[src/rtl/irq_fifo_reader.sv]
// Config-bus reader that drains the NI interrupt FIFO into a valid/ready event stream.
// Optional round-robin queue arbitration when IRQ_FIFO_READER_RR_EN is defined.
//
// state | meaning
// IDLE  | waiting for a non-empty queue; arbitrate and latch kind
// REQ   | one-cycle config read strobe at BASE_ADDR | kind
// RESP  | capture read data and error flag
// OUT   | present event until consumer handshake
module irq_fifo_reader #(
  parameter logic [13:0] BASE_ADDR = 14'h0000,
  parameter int          ERR_CNT_W = 8
) (
  input  logic                 clk,
  input  logic                 reset,
  input  logic                 irq_irq_sig,
  input  logic                 irq_data_sig,
  output logic                 sel,
  output logic                 config_en,
  output logic                 config_wr,
  output logic [13:0]          config_addr,
  output logic [31:0]          config_wdata,
  input  logic [31:0]          config_slv_rdata,
  input  logic                 config_slv_error,
  output logic                 evt_valid,
  input  logic                 evt_ready,
  output logic                 evt_kind,
  output logic [13:0]          evt_data,
  output logic [ERR_CNT_W-1:0] err_cnt
);

  localparam logic [1:0] IDLE = 2'd0;
  localparam logic [1:0] REQ  = 2'd1;
  localparam logic [1:0] RESP = 2'd2;
  localparam logic [1:0] OUT  = 2'd3;

  logic [1:0] state;
  logic       kind;
  logic       pick_irq;
  logic       unused_rdata_hi;

  assign config_wr       = 1'b0;
  assign config_wdata    = 32'h0;
  assign unused_rdata_hi = ^config_slv_rdata[31:14];

`ifdef IRQ_FIFO_READER_RR_EN
  logic last_irq;
  // On a tie, serve the queue that was not served last.
  always_comb pick_irq = irq_irq_sig && (!irq_data_sig || !last_irq);
`else
  always_comb pick_irq = irq_irq_sig;
`endif

  always_ff @(posedge clk) begin
    if (reset) begin
      state       <= IDLE;
      kind        <= 1'b0;
      sel         <= 1'b0;
      config_en   <= 1'b0;
      config_addr <= 14'h0;
      evt_valid   <= 1'b0;
      evt_kind    <= 1'b0;
      evt_data    <= 14'h0;
      err_cnt     <= '0;
`ifdef IRQ_FIFO_READER_RR_EN
      last_irq    <= 1'b0;
`endif
    end else begin
      case (state)
        IDLE: begin
          if (irq_irq_sig || irq_data_sig) begin
            kind        <= pick_irq;
            sel         <= 1'b1;
            config_en   <= 1'b1;
            config_addr <= BASE_ADDR | {13'b0, pick_irq};
            state       <= REQ;
`ifdef IRQ_FIFO_READER_RR_EN
            last_irq    <= pick_irq;
`endif
          end
        end
        REQ: begin
          sel         <= 1'b0;
          config_en   <= 1'b0;
          config_addr <= 14'h0;
          state       <= RESP;
        end
        RESP: begin
          if (config_slv_error) begin
            if (err_cnt != '1) err_cnt <= err_cnt + 1'b1;
            state <= IDLE;
          end else begin
            evt_data  <= config_slv_rdata[13:0];
            evt_kind  <= kind;
            evt_valid <= 1'b1;
            state     <= OUT;
          end
        end
        OUT: begin
          if (evt_ready) begin
            evt_valid <= 1'b0;
            state     <= IDLE;
          end
        end
        default: state <= IDLE;
      endcase
    end
  end

endmodule

[config.mk]
export PLATFORM = sky130hd
export DESIGN_NAME = irq_fifo_reader
export DESIGN_NICKNAME = d
export VERILOG_FILES = /design/src/rtl/irq_fifo_reader.sv
export SDC_FILE = /design/constraint.sdc
export NUM_CORES = 1
export LEC_CHECK = 0
export CAP_MARGIN = 20
export CORE_MARGIN = 3
export CORE_UTILIZATION = 31
export CTS_CLUSTER_DIAMETER = 100
export DETAILED_ROUTE_END_ITERATION = 8
export PLACE_DENSITY = 0.76
export SKIP_CTS_REPAIR_TIMING = 1
export SLEW_MARGIN = 0
export SYNTH_ARGS = -nofsm -noshare
export SYNTH_HDL_FRONTEND = slang
export SYNTH_SLANG_ARGS = --single-unit
[constraint.sdc]
create_clock -name clk -period 1.4 [get_ports clk]
set_input_delay 0.35 -clock clk [delete_from_list [all_inputs] [get_ports clk]]
set_output_delay 0.35 -clock clk [all_outputs]
set_load 0.02 [all_outputs]
==> results.yml, run 1 <==
timing:
  setup_viol: 2
  period_share_pct: 102
  setup_ws_ps: -29.8
  drv_slew: 0
  rsz0062_at_grt: "true"
  hold_viol_final: 0
  fin_crit_ps: 1430
  hold_slack_ps: 446
  finalClockSkew_ps: 6.48
  max_freq_mhz: 699
power_and_ir_drop:
  p_per_area_mw_per_mm2: 899
  p_int_mw: 1.36
  seq_power_share_pct: 45.5
  p_sw_share_pct: 30.4
  vdd_drop_max_mv: 0.460
  p_sw_mw: 0.594
  pwr-share-comb_pct: 20.8
  clkPwrFrac_pct: 33.7
  p_leak_nw: 1.35
detailed_routing:
  drt_iter0_drc: 56
  highest_layer: "met4"
  via_count: 1301
  drt-wirelength-per-cell_um: 10.6
  drtAntennaViolNets: 0
  wl_met2_um: 1590
  met3WireLength_um: 288
  firstDrtPassIters: 4
  wl_met1_um: 1420
  wirelength_um: 3340
  drc: 0
  via_per_inst: 4.14
layout:
  fin_util_pct: 45.1
  final_layout_size_suffix_gt1_share_pct: 12.6
  n_fill_cell: 500
  nNetsFinal: 285
  antenna_cells: 0
  fin_area_mm2: 0.00217
  area_growth_pct: 38.5
cts:
  cts_tree: "done"
  clockRootBuffer: "clkbuf_8"
  insertion_delay_ps: 280
  cts_num_sinks: 29
  numCtsBuffers: 5
  path_clk_slew_ps: 60
  h-tree-depth: 2
  clock_tree.buffer_depth: 2
yosys:
  synth_top_area_share_pct: 37.0
  ys.flop_type: "dfxtp_1"
  synth_edf_count: 0
  synthCells: 191
  synth_cell_types: 33
  synth_seq_cells: 29
  avgSynthCellArea_um2: 8.21
  yosysWarnings: 0
  synth_seq_area_share_pct: 37.0
  syn-cell-area_mm2: 0.00157
  yosysMostFrequentCell: "buf_4"
  async_flop_share_pct: 0
  synth_area_leader_cell: "dfxtp_1"
  ys_top_cells_by_area: "dfxtp_1 (37%), buf_4 (23%), nand2_1 (8.9%), a21oi_1 (7.0%), nor2_1 (3.4%)"
  synth_common_cells: "buf_4 (48), nand2_1 (37), dfxtp_1 (29), a21oi_1 (22), nor2_1 (14)"
outcome:
  failed_checks: "setup timing"
  status: "finished, violations left"
setup_path:
  crit_chain: "ha_4 > and4_4 > a21o_1 > or3_1 > a21oi_2"
  cp.required_ps: 1610
  r2r_start: "err_cnt[0]$_SDFFE_PP0P_"
  worstSetupStartpoint: "err_cnt[0]$_SDFFE_PP0P_"
  critPathMaxStageDelay_ps: 360
  slowest_stage: "dfxtp_4"
  endpoint_kind: "register"
  arrival_ps: 1640
  start_kind: "register"
  cp_max_fo: 5
  timing_worst_setup_path_type: "register to register"
grt:
  grt_usage_pct: 10.9
  grt-ovfl-total: 0
  first_global_vias: 1170
  grt_pass1_wl_um: 5270
  antenna_found_initial: 0
  grt_max_degree: 30
min_path:
  hold_path_class: "register to register"
  hp-start: "kind$_SDFFE_PP0P_"
place:
  place_area_mm2: 0.00201
  gp_congestion: 0.712
  port_buffers: 46
  hpwl_um: 2440
floorplanning:
  num_rows: 25
  fp.dieW_um: 77.1
  start_util_pct: 32.5
  core-area_mm2: 0.00482
  io-pin-count: 111
  die_h_um: 77.1
  die-area_mm2: 0.00595
job:
  max-cap-violations: 0
==> kinds of logic after synthesis <==
family | Yosys count | synth area share, %
AND/OR/NAND/NOR | 64 | 20.5
buffers and inverters | 58 | 26.5
AO/OA/AOI/OAI | 32 | 11.5
flip-flops | 29 | 37.0
XOR/XNOR | 5 | 2.79
adder cells (fa/ha/maj) | 1 | 0.798
other | 1 | 0.239
multiplexers | 1 | 0.638
==> critical path, delay by kind of cell (launching register included) <==
family,cells,cell delay [ps]
DFF,1,360
and+or+nand+nor,2,540
adders and majority gates,1,160
AOI/OAI and AO/OA,2,310
==> worst paths after layout <==
path                                           endpoint  depth (start not counted)  slack, ps
worst max-delay path            err_cnt[2]$_SDFFE_PP0P_                          5        -30
worst max register to register  err_cnt[2]$_SDFFE_PP0P_                          5        -30
worst min-delay path              evt_kind$_SDFFE_PP0P_                          2        450
worst min register to register    evt_kind$_SDFFE_PP0P_                          2        450
==> stage by stage <==
stage                     std cells  power [mW]  TNS [ps]  worst slack (ps)
after floorplan                 236        1.27     -40.2             -40.2
after global placement          306        1.31     -8610              -372
after detailed placement        306        1.32     -9330              -412
after CTS                       314        1.99     -7140              -259
after global routing            314        2.06      -279             -87.4
final                           314        1.95     -45.4             -29.8
==> routing by layer <==
layer,GRT usage (%),up-vias
met5,0,-
met4,4.27,0
met3,3.99,5
met2,18.1,65
met1,12.6,595
li1,-,636
==> power by group through the flow <==
stage | clock network [mW] | logic [mW] | registers (mW)
after floorplan | 0 | 0.340 | 0.930
after global placement | 0 | 0.403 | 0.906
after detailed placement | 0 | 0.409 | 0.908
after CTS | 0.689 | 0.410 | 0.890
after global routing | 0.731 | 0.438 | 0.893
final | 0.658 | 0.405 | 0.888
==> placed cells by master (no fill, tap or decap), types with 2 or more instances in the layout <==
cell type	netlist	final
clkinv_2	0	2
inv_1	3	3
clkbuf_8	0	5
a211oi_1	2	2
a21oi_1	22	21
clkdlybuf4s50_1	0	18
nand2_1	37	37
dfxtp_1	29	27
nor2_1	14	14
xnor2_1	4	4
conb_1	1	46
buf_4	48	11
dfxtp_4	0	2
o21ai_0	5	5
dlymetal6s2s_1	0	28
==> flip-flops by register name, summed over array words and instances, names as in the netlist <==
register	count
evt_data	14
err_cnt	8
state	2
config_addr	1
config_en	1
evt_kind	1
evt_valid	1
kind	1
==> area by class of cell <==
cell class,instances,area (µm²),share of cell area [%]
clock inverters,3,16.3,0.749
repair buffers,58,633,29.2
clock buffers,5,68.8,3.17
well taps,67,83.8,3.86
multi-input cells,149,769,35.4
flip-flops and latches,29,588,27.1
inverters,3,11.3,0.519
(Power assumes the default switching activity.)
==> run 2, diff against run 1 <==
CAP_MARGIN = default   (was 20)
PLACE_DENSITY = 0.78   (was 0.76)
==> results.yml, run 2 (same netlist as run 1, synthesis figures left out) <==
setup_path:
  rrSetupSlack_ps: -50
  timing_worst_setup_path_type: "register to register"
  cp.required_ps: 1570
  arrival_ps: 1620
  endpoint_kind: "register"
  cp_max_fo: 5
  start_kind: "register"
floorplanning:
  core-area_mm2: 0.00482
  fp.dieW_um: 77.1
  die_h_um: 77.1
  start_util_pct: 32.5
  num_rows: 25
  io-pin-count: 111
  die-area_mm2: 0.00595
layout:
  largest_reg_flops: 14
  multi_input_area_um2: 766
  area_growth_pct: 42.2
  antenna_cells: 0
  final_common_cell: "conb_1"
  final_layout_size_suffix_gt1_share_pct: 13.6
  regArea_um2: 589
  nNetsFinal: 288
  final_cells: 317
  regMostFlops: "evt_data"
  fin_util_pct: 46.3
  mostFrequentLayoutCells: "conb_1 (46), nand2_1 (37), dlymetal6s2s_1 (28)"
  reg_top3: "evt_data: 14 flops, err_cnt: 8 flops, state: 2 flops"
  n_fill_cell: 477
place:
  hpwl_um: 2430
  place_inst: 308
  gp_congestion: 0.763
  preCtsSetupSlack_ps: -425
  port_buffers: 46
cts:
  insertion_delay_ps: 280
  path_clk_slew_ps: 70
  cts_tree: "done"
  clock_tree.buffer_depth: 2
  numCtsBuffers: 5
  cts_num_sinks: 29
  clockRootBuffer: "clkbuf_8"
  h-tree-depth: 2
detailed_routing:
  drtAntennaViolNets: 0
  via_count: 1286
  drt_iter0_drc: 52
  drt-wirelength-per-cell_um: 10.6
  via_per_inst: 4.06
  wirelength_um: 3370
  drc: 0
  firstDrtPassIters: 4
outcome:
  failed_checks: "setup timing"
  status: "finished, violations left"
power_and_ir_drop:
  p_leak_nw: 1.38
  p_per_area_mw_per_mm2: 982
  seq_power_share_pct: 40.6
  vdd_drop_max_mv: 0.603
  clkPwrFrac_pct: 40.7
  p_sw_mw: 0.607
  finalPower_mw: 2.19
  p_int_mw: 1.58
  pwr-share-comb_pct: 18.6
  p_sw_share_pct: 27.7
timing:
  fin_crit_ps: 1450
  period_share_pct: 104
  setup_viol: 2
  max_freq_mhz: 689
  setup_ws_ps: -51.9
  drv_slew: 0
  finalClockSkew_ps: 4.62
  rsz0062_at_grt: "true"
  hold_viol_final: 0
grt:
  grt_max_degree: 30
  grt-ovfl-total: 0
  first_global_vias: 1116
  grt_usage_pct: 10.7
  grt_pass1_wl_um: 5070
  antenna_found_initial: 0
job:
  max-cap-violations: 0
min_path:
  hold_path_class: "register to register"
==> run 2: critical path, stage by stage (launching register included) <==
cell and delay (ps):
dfxtp_4 370, ha_4 130, and4_4 270, a21o_1 200
buf_4 140, mux2i_1 180, nor2_1 60
==> run 2: layout make-up <==
cell class	instances	share of cell area [%]
timing repair buffer	61	29.4
tap	67	3.76
sequential	29	26.4
multi-input combinational	149	34.3
clock inverter	1	0.224
inverter	3	0.505
clock buffer	7	5.33
==> run 2: per-layer routing <==
metal | global-route usage [%] | share of wire [%] | vias up | wire length (µm)
li1 | - | - | 641 | -
met1 | 11.5 | 40 | 583 | 1340
met2 | 18.0 | 50 | 56 | 1690
met3 | 5.63 | 8.9 | 6 | 301
met4 | 3.74 | 1.1 | 0 | 36
met5 | 0 | 0 | - | 0
==> run 2: power groups by stage <==
stage | registers, mW | clock network (mW) | logic [mW]
3_5_place_dp | 0.909 | 0 | 0.410
3_3_place_gp | 0.908 | 0 | 0.405
4_1_cts | 0.891 | 0.922 | 0.412
6_report | 0.890 | 0.892 | 0.408
2_1_floorplan | 0.930 | 0 | 0.340
5_1_grt | 0.895 | 0.963 | 0.444
==> run 2: through the flow <==
stage	hold WS, ps	cell area, µm²	setup TNS, ps
finish	450	2230	-84.1
global route	473	2230	-297
CTS	457	2150	-7600
detailed placement	447	2030	-9810
global placement	441	2030	-8590
floorplan	432	1770	-40.2
==> run 2: worst paths after layout <==
kind | startpoint | end | depth (start not counted)
hold / removal | evt_data[6]$_SDFFE_PP0P_ | evt_data[6]$_SDFFE_PP0P_ | 2
setup / recovery | err_cnt[0]$_SDFFE_PP0P_ | err_cnt[1]$_SDFFE_PP0P_ | 6
hold reg to reg | evt_data[6]$_SDFFE_PP0P_ | evt_data[6]$_SDFFE_PP0P_ | 2
setup reg to reg | err_cnt[0]$_SDFFE_PP0P_ | err_cnt[1]$_SDFFE_PP0P_ | 6
==> run 3, diff against run 2 <==
CORE_UTILIZATION = 37   (was 31)
CTS_CLUSTER_DIAMETER = 40   (was 100)
PLACE_DENSITY = 0.87   (was 0.78)
clock period = 1.7 ns   (was 1.4 ns; I/O delays follow)
==> results.yml, run 3 (same netlist as run 1, synthesis figures left out) <==
outcome:
  status: "complete, no violations"
cts:
  clockRootBuffer: "clkbuf_8"
  cts_num_sinks: 29
  path_clk_slew_ps: 60
  numCtsBuffers: 5
  cts_tree: "done"
  clock_tree.buffer_depth: 2
  insertion_delay_ps: 280
  h-tree-depth: 2
grt:
  grt.busiest_layer: "met2"
  grt_usage_pct: 12.8
  first_global_vias: 1113
  met1_usage_pct: 14.3
  grt_pass1_wl_um: 5060
  met2_usage_pct: 22.1
  grt-ovfl-total: 0
  antenna_found_initial: 0
  grt_max_degree: 30
  use_met3_pct: 5.11
layout:
  reg_top3: "evt_data: 14 flops, err_cnt: 8 flops, state: 2 flops"
  regMostFlops: "evt_data"
  nNetsFinal: 280
  final_common_cell: "conb_1"
  final_cells: 292
  mostFrequentLayoutCells: "conb_1 (46), nand2_1 (37), clkdlybuf4s50_1 (31)"
  antenna_cells: 0
  fin_area_mm2: 0.00204
  area_growth_pct: 30.3
  final_layout_size_suffix_gt1_share_pct: 9.09
  largest_reg_flops: 14
setup_path:
  path_buf_inv: 1
  slowest_stage: "clkdlybuf4s50_1"
  crit_chain: "clkdlybuf4s50_1"
  critPathMaxStageDelay_ps: 620
  cp.required_ps: 1270
  cp_max_fo: 2
  rrSetupSlack_ps: 110
  r2r-end: "err_cnt[2]$_SDFFE_PP0P_"
  crit_family: "buffers and inverters"
  ff2ff_path_depth: 5
  endpoint_kind: "primary output"
  timing_worst_setup_path_type: "register to primary output"
  start_kind: "register"
  r2r_start: "err_cnt[0]$_SDFFE_PP0P_"
  arrival_ps: 1230
detailed_routing:
  drc: 0
  drtAntennaViolNets: 0
  drt-wirelength-per-cell_um: 11.2
  wirelength_um: 3260
  firstDrtPassIters: 4
  via_per_inst: 4.24
  via_count: 1239
  drt_iter0_drc: 31
timing:
  tightest_slew_ps: 598
  finalClockSkew_ps: 6.79
  drv_slew: 0
  setup_ws_ps: 48.6
  max_slew_margin_pct: 60.1
  setup_viol: 0
  max_freq_mhz: 606
  hold_viol_final: 0
  hold_slack_ps: 453
  fin_crit_ps: 1650
  period_share_pct: 97.1
job:
  max-cap-violations: 0
place:
  place_inst: 284
  preCtsSetupSlack_ps: -427
  place_area_mm2: 0.00192
  hpwl_um: 2380
  port_buffers: 46
  gp_congestion: 0.724
floorplanning:
  num_rows: 23
  fp.dieW_um: 71.1
  start_util_pct: 38.6
  io-pin-count: 111
  core-area_mm2: 0.00406
  die-area_mm2: 0.00505
  die_h_um: 71.1
power_and_ir_drop:
  p_leak_nw: 1.09
  p_per_area_mw_per_mm2: 783
  vdd_drop_max_mv: 0.466
min_path:
  min_to: "evt_kind$_SDFFE_PP0P_"
  hp-start: "evt_kind$_SDFFE_PP0P_"
  whs_path_depth: 2
  hold_path_class: "register to register"
## run 3: metal layers
metal  vias to the layer above  share of wire (%)
met5                         -                  0
met4                         0               0.98
met3                         4                9.2
met2                        60                 50
met1                       551                 40
li1                        624                  -
## run 3: worst max path at each step
stage | start | end | slack, ps | cells past startpoint
floorplan | err_cnt[0]$_SDFFE_PP0P_ | err_cnt[7]$_SDFFE_PP0P_ | 140 | 5
finish | config_addr[0]$_SDFFE_PP0P_ | config_addr[0] | 50 | 1
global placement | config_slv_error | evt_data[5]$_SDFFE_PP0P_ | -440 | 5
detailed placement | config_slv_error | evt_data[9]$_SDFFE_PP0P_ | -430 | 5
global route | config_slv_error | err_cnt[2]$_SDFFE_PP0P_ | -10 | 6
CTS | err_cnt[0]$_SDFFE_PP0P_ | err_cnt[0] | -160 | 1
## run 3: area by class of cell
| class | count | area (µm²) |
|---|---|---|
| Fill cell | 404 | 2010 |
| Clock inverter | 2 | 10.0 |
| Timing Repair Buffer | 53 | 563 |
| Sequential cell | 29 | 581 |
| Tap cell | 50 | 62.6 |
| Multi-Input combinational cell | 149 | 743 |
| Clock buffer | 6 | 72.6 |
| Inverter | 3 | 11.3 |
## run 3: stage by stage
step           power (mW)  util [%]  setup TNS [ps]
6_report             1.60      50.4               0
5_1_grt              1.69      50.4           -13.7
4_1_cts              1.63      49.4           -2180
3_5_place_dp         1.08      47.3           -6960
3_3_place_gp         1.07      47.3           -7190
2_1_floorplan        1.05         -               0
## run 3: where the power goes
| part | internal (mW) | total, mW | switching (mW) |
|---|---|---|---|
| Clock | 0.283 | 0.538 | 0.255 |
| Sequential | 0.710 | 0.737 | 0.0270 |
| Combinational | 0.125 | 0.326 | 0.201 |
| Total | 1.12 | 1.60 | 0.483 |
